--- src/rtl/tx_sched_fsm.sv ---
// Round-robin transmit scheduler: grants one non-empty FIFO channel at a time and
// streams up to BURST words from it, one word per transmitter busy cycle.
module tx_sched_fsm #(
    parameter int unsigned N_CH  = 4,
    parameter int unsigned BURST = 4,
    localparam int unsigned CW   = (N_CH > 1) ? $clog2(N_CH) : 1
) (
    input  logic            clk,
    input  logic            rst_n,
    input  logic            en,
    input  logic [N_CH-1:0] empty_fifo,
    input  logic            busy_tr,
    output logic [N_CH-1:0] re_fifo,
    output logic            start_tr,
    output logic [CW-1:0]   ch_sel,
    output logic            done,
    output logic            active
);

    localparam int unsigned BW = $clog2(BURST + 1);

    typedef enum logic [2:0] {
        S_IDLE,
        S_LOAD,
        S_TRANSMIT,
        S_HOLD,
        S_WAIT
    } state_t;

    state_t          state;
    state_t          state_nx;
    logic [CW-1:0]   ptr;
    logic [CW-1:0]   ptr_nx;
    logic [CW-1:0]   ch_nx;
    logic [BW-1:0]   burst_cnt;
    logic [BW-1:0]   burst_cnt_nx;
    logic [N_CH-1:0] re_nx;
    logic            start_nx;
    logic            done_nx;
    logic            active_nx;
    logic [CW-1:0]   pick;
    logic            found;
    int unsigned     idx;

    // First non-empty channel starting at ptr, wrapping at N_CH-1.
    always_comb begin
        pick  = '0;
        found = 1'b0;
        idx   = 0;
        for (int unsigned i = 0; i < N_CH; i++) begin
            idx = 32'(ptr) + i;
            if (idx >= N_CH) begin
                idx = idx - N_CH;
            end
            if (!found && !empty_fifo[CW'(idx)]) begin
                pick  = CW'(idx);
                found = 1'b1;
            end
        end
    end

    // Next-state, grant bookkeeping and next-cycle output decode.
    always_comb begin
        state_nx     = state;
        ch_nx        = ch_sel;
        ptr_nx       = ptr;
        burst_cnt_nx = burst_cnt;
        re_nx        = '0;
        start_nx     = 1'b0;
        done_nx      = 1'b0;
        active_nx    = 1'b0;

        unique case (state)
            S_IDLE: begin
                if (en && !busy_tr && found) begin
                    state_nx = S_LOAD;
                    ch_nx    = pick;
                end
            end
            S_LOAD: begin
                state_nx = S_TRANSMIT;
            end
            S_TRANSMIT: begin
                state_nx     = S_HOLD;
                burst_cnt_nx = burst_cnt + BW'(1);
            end
            S_HOLD: begin
                state_nx = S_WAIT;
            end
            S_WAIT: begin
                if (!busy_tr) begin
                    if ((burst_cnt < BW'(BURST)) && en && !empty_fifo[ch_sel]) begin
                        state_nx = S_LOAD;
                    end else begin
                        state_nx     = S_IDLE;
                        done_nx      = 1'b1;
                        burst_cnt_nx = '0;
                        ptr_nx       = (32'(ch_sel) == N_CH - 1) ? '0 : ch_sel + CW'(1);
                    end
                end
            end
            default: begin
                state_nx = S_IDLE;
            end
        endcase

        // Outputs are registered images of the next state, so they track state with no input path.
        for (int unsigned i = 0; i < N_CH; i++) begin
            re_nx[i] = (state_nx == S_LOAD) && (ch_nx == CW'(i));
        end
        start_nx  = (state_nx == S_TRANSMIT);
        active_nx = (state_nx != S_IDLE);
    end

    always_ff @(posedge clk or negedge rst_n) begin
        if (!rst_n) begin
            state     <= S_IDLE;
            ch_sel    <= '0;
            ptr       <= '0;
            burst_cnt <= '0;
            re_fifo   <= '0;
            start_tr  <= 1'b0;
            done      <= 1'b0;
            active    <= 1'b0;
        end else begin
            state     <= state_nx;
            ch_sel    <= ch_nx;
            ptr       <= ptr_nx;
            burst_cnt <= burst_cnt_nx;
            re_fifo   <= re_nx;
            start_tr  <= start_nx;
            done      <= done_nx;
            active    <= active_nx;
        end
    end

endmodule

--- config.mk ---
export PLATFORM = sky130hd
export DESIGN_NAME = tx_sched_fsm
export DESIGN_NICKNAME = d
export VERILOG_FILES = /design/src/rtl/tx_sched_fsm.sv
export SDC_FILE = /design/constraint.sdc
export NUM_CORES = 1
export LEC_CHECK = 0
export CAP_MARGIN = 15
export CORE_ASPECT_RATIO = 0.7
export CORE_UTILIZATION = 37
export DETAILED_ROUTE_END_ITERATION = 16
export GPL_TIMING_DRIVEN = 0
export MAX_ROUTING_LAYER = met4
export PLACE_DENSITY_LB_ADDON = 0.2
export SKIP_CTS_REPAIR_TIMING = 1
export SYNTH_ARGS = -nofsm -noshare
export SYNTH_HDL_FRONTEND = slang
export SYNTH_SLANG_ARGS = --single-unit
--- constraint.sdc ---
create_clock -name clk -period 3.3 [get_ports clk]
set_input_delay 0.495 -clock clk [delete_from_list [all_inputs] [get_ports clk]]
set_output_delay 0.495 -clock clk [all_outputs]
set_load 0.02 [all_outputs]
==> metrics.md <==
| Metric | Value |
|---|---|
| Port Buffer Count | `16` |
| Area Overhead vs Synth | `24.9%` |
| Flops & latches, synth | `17` |
| GRT Util Overall | `15.2%` |
| CP Max Fanout | `5` |
| Fmax | `~450 MHz` |
| Synthesized area | `~900 um2` |
| Clk buf depth | `2` |
| CTS H-Tree Depth | `1` |
| Num ports | `17` |
| TritonCTS clock tree | `built` |
| Slew @ Worst Pin | `0.758 ns` |
| Layout Nets | `around 110` |
| Synth warnings | `0` |
| Hold WC Path Type | `reg2reg` |
| Drt drc | `0` |
| Tcrit/Tclk final | `67.3%` |
| Final Hold Vio Count | `0` |
| Final Critical Period | `between 2 and 2.5 ns` |
| Vias | `about 660` |
| Pwr dens | `about 870 mW/mm2` |
| Metal2 WL | `658 um` |
| Wire length per cell | `12.1 um` |
| Int Power | `between 0.0005 and 0.0006 W` |
| Clock Power Share | `a little over a tenth` |
| First-pass GRT wire length | `between 2000 and 3000 um` |
| Clock latency on the worst-skew pair | `0.29 ns` |
| Layout cell share with drive strength beyond 1 | `15.6%` |
| Worst vdd ir | `429 uV` |
| Synth Flop Type | `dfrtp_1` |
| Die Y | `about 44 um` |
| Core box area | `between 0.002 and 0.0025 mm2` |
| WL final | `around 1600 um` |
| Critical Path Start Type | `input pin` |
| Area contributors post-synth | `dfrtp_1, mux2_1, nor2_1` |
| Gate power share | `between 50% and 60%` |
| Post-synth EDFFs | `0` |
| Grt ovf | `0` |
| Met3 wire length | `just under 80 um` |
| Initial antenna violation count | `0` |
| Switching Fraction | `between 40% and 50%` |
| Initial Util | `between 40% and 50%` |
| Num rows | `14` |
| Hpwl dp | `between 1000 and 1500 um` |
| WP data required | `approximately 3.5 ns` |
| Mapped Cells | `76` |
| Asr flop ratio synth | `100%` |
| ANT cells | `0` |
| Uppermost layer routed | `met4` |
| Die area | `~0.0027 mm2` |
| Worst-path clk slew | `approximately 0.1 ns` |
| Sequential fraction of design power | `between 30% and 40%` |
| Setup TNS | `0 ns` |
| Met1 WL | `roughly 800 um` |
| GPL Wtd Cong | `0.795` |
| CP Class | `in2reg` |
| Syn Area/Cell | `approximately 12 um2` |
| Synth top area share | `between 40% and 50%` |
| Top cells by count, synth | `dfrtp_1, nor2_1, inv_1, nand2_1, mux2_1` |
| Max cap viols | `0` |
| Clock sink count | `17` |
| Number of global-route vias before repair | `600` |
| Sw power | `0.000405 W` |
| Drt via density | `5.17` |
| Clk root buf | `clkbuf_4` |
| Unrepaired setup endpoints after global routing | `false` |
| Worst hold slack | `0.542 ns` |
| Most common cell in the netlist | `dfrtp_1` |
| Status | `finished clean` |
| Dominant cell type by area after synthesis | `dfrtp_1` |
| Net Count, Synth | `86` |
| Pins Over Slew Limit | `0` |
| Worst EP arrival | `between 2 and 2.5 ns` |
| Cts bufs inserted | `3` |
| Largest net degree at the start of global routing | `18` |
| Antenna-violating nets left | `0` |
| Crit end category | `register` |
| Rel. slew slack | `between 40% and 50%` |
| DR iter-0 viols | `12` |
| Lkg Pwr | `0.480 nW` |
| Unique masters post-synth | `42` |
| Final setup viols | `0` |
| Register area share after synthesis | `roughly 47%` |
| Clk_skew | `0.00254 ns` |
| Die W | `61.4 um` |
| DRT Pass-1 Iters | `4` |
-- through the flow --
| stage | utilization (%) | area [um2] | power, W | std cells | setup WS, ns |
|---|---|---|---|---|---|
| 2_1_floorplan | - | 915 | 0.000737 | 76 | 1.33 |
| 3_3_place_gp | 49.7 | 1110 | 0.000876 | 124 | 0.781 |
| 3_5_place_dp | 49.7 | 1110 | 0.000886 | 124 | 0.767 |
| 4_1_cts | 50.9 | 1140 | 0.000998 | 128 | 1.07 |
| 5_1_grt | 50.9 | 1140 | 0.00108 | 128 | 1.01 |
| 6_report | 50.9 | 1140 | 0.000989 | 128 | 1.08 |
-- state kept, by name (all words and copies together), names as in the netlist --
signal and cells:
active 1, burst_cnt 3, ch_sel 2, done 1, ptr 2, re_fifo 4
start_tr 1, state 3
-- cell usage in the layout, fill, tap and decap left out, types with 2 or more instances in the layout --
cell	count
clkdlybuf4s50_1	16
ha_1	2
nand3_1	2
clkbuf_4	3
o2bb2ai_1	2
nand2_1	4
dfrtp_1	17
nor2_1	8
inv_1	4
mux2_1	3
-- logic make-up (layout without fill, tap and decap cells) --
logic type / after synthesis / after routing / synth area share [%]
mux: 5 / 5 / 6.57
fa+ha+maj: 2 / 2 / 2.74
flops: 17 / 17 / 46.5
buf+inv: 5 / 25 / 2.87
simple gates: 32 / 32 / 26.8
xor+xnor: 2 / 2 / 1.92
compound gates: 13 / 13 / 12.6
-- critical path, stage by stage --
cell and delay (ns):
clkdlybuf4s50_1 0.50, or4_4 0.47, nor3_4 0.27, mux2_4 0.37, nor4b_1 0.30
-- metal layers --
metal / vias up / global-route usage [%]
li1: 330 / -
met1: 317 / 20.1
met2: 13 / 20.9
met3: 2 / 6.27
met4: 0 / 5.33
met5: - / -
-- worst paths after layout --
kind                                       endpoint  slack [ns]                     start  depth (start not counted)
max                            re_fifo[1]$_DFF_PN0_        1.08                   busy_tr                          5
min                        burst_cnt[0]$_DFFE_PN0P_        0.54  burst_cnt[0]$_DFFE_PN0P_                          1
max reg2reg                    re_fifo[1]$_DFF_PN0_        1.19        state[0]$_DFF_PN0_                          5
min reg2reg                burst_cnt[0]$_DFFE_PN0P_        0.54  burst_cnt[0]$_DFFE_PN0P_                          1
max in group asynchronous  burst_cnt[2]$_DFFE_PN0P_        2.18                     rst_n                          1
min in group asynchronous       ch_sel[0]$_DFF_PN0_        0.64                     rst_n                          1
-- power by group through the flow --
stage	sequential (W)	combinational [W]	clock, W
floorplan	0.000404	0.000334	0
global placement	0.000376	0.000500	0
detailed placement	0.000381	0.000506	0
CTS	0.000376	0.000508	0.000114
global route	0.000393	0.000561	0.000125
finish	0.000377	0.000503	0.000109
-- final cells by class --
type	count	area, um2
Clock inverter	1	5.00
Sequential cell	17	425
Clock buffer	3	22.5
Inverter	4	15.0
Tap cell	32	40.0
Multi-Input combinational cell	54	463
Fill cell	220	1100
Timing Repair Buffer	16	160
Buffer	1	11.3
No activity file was read; power rests on OpenSTA's default activity.
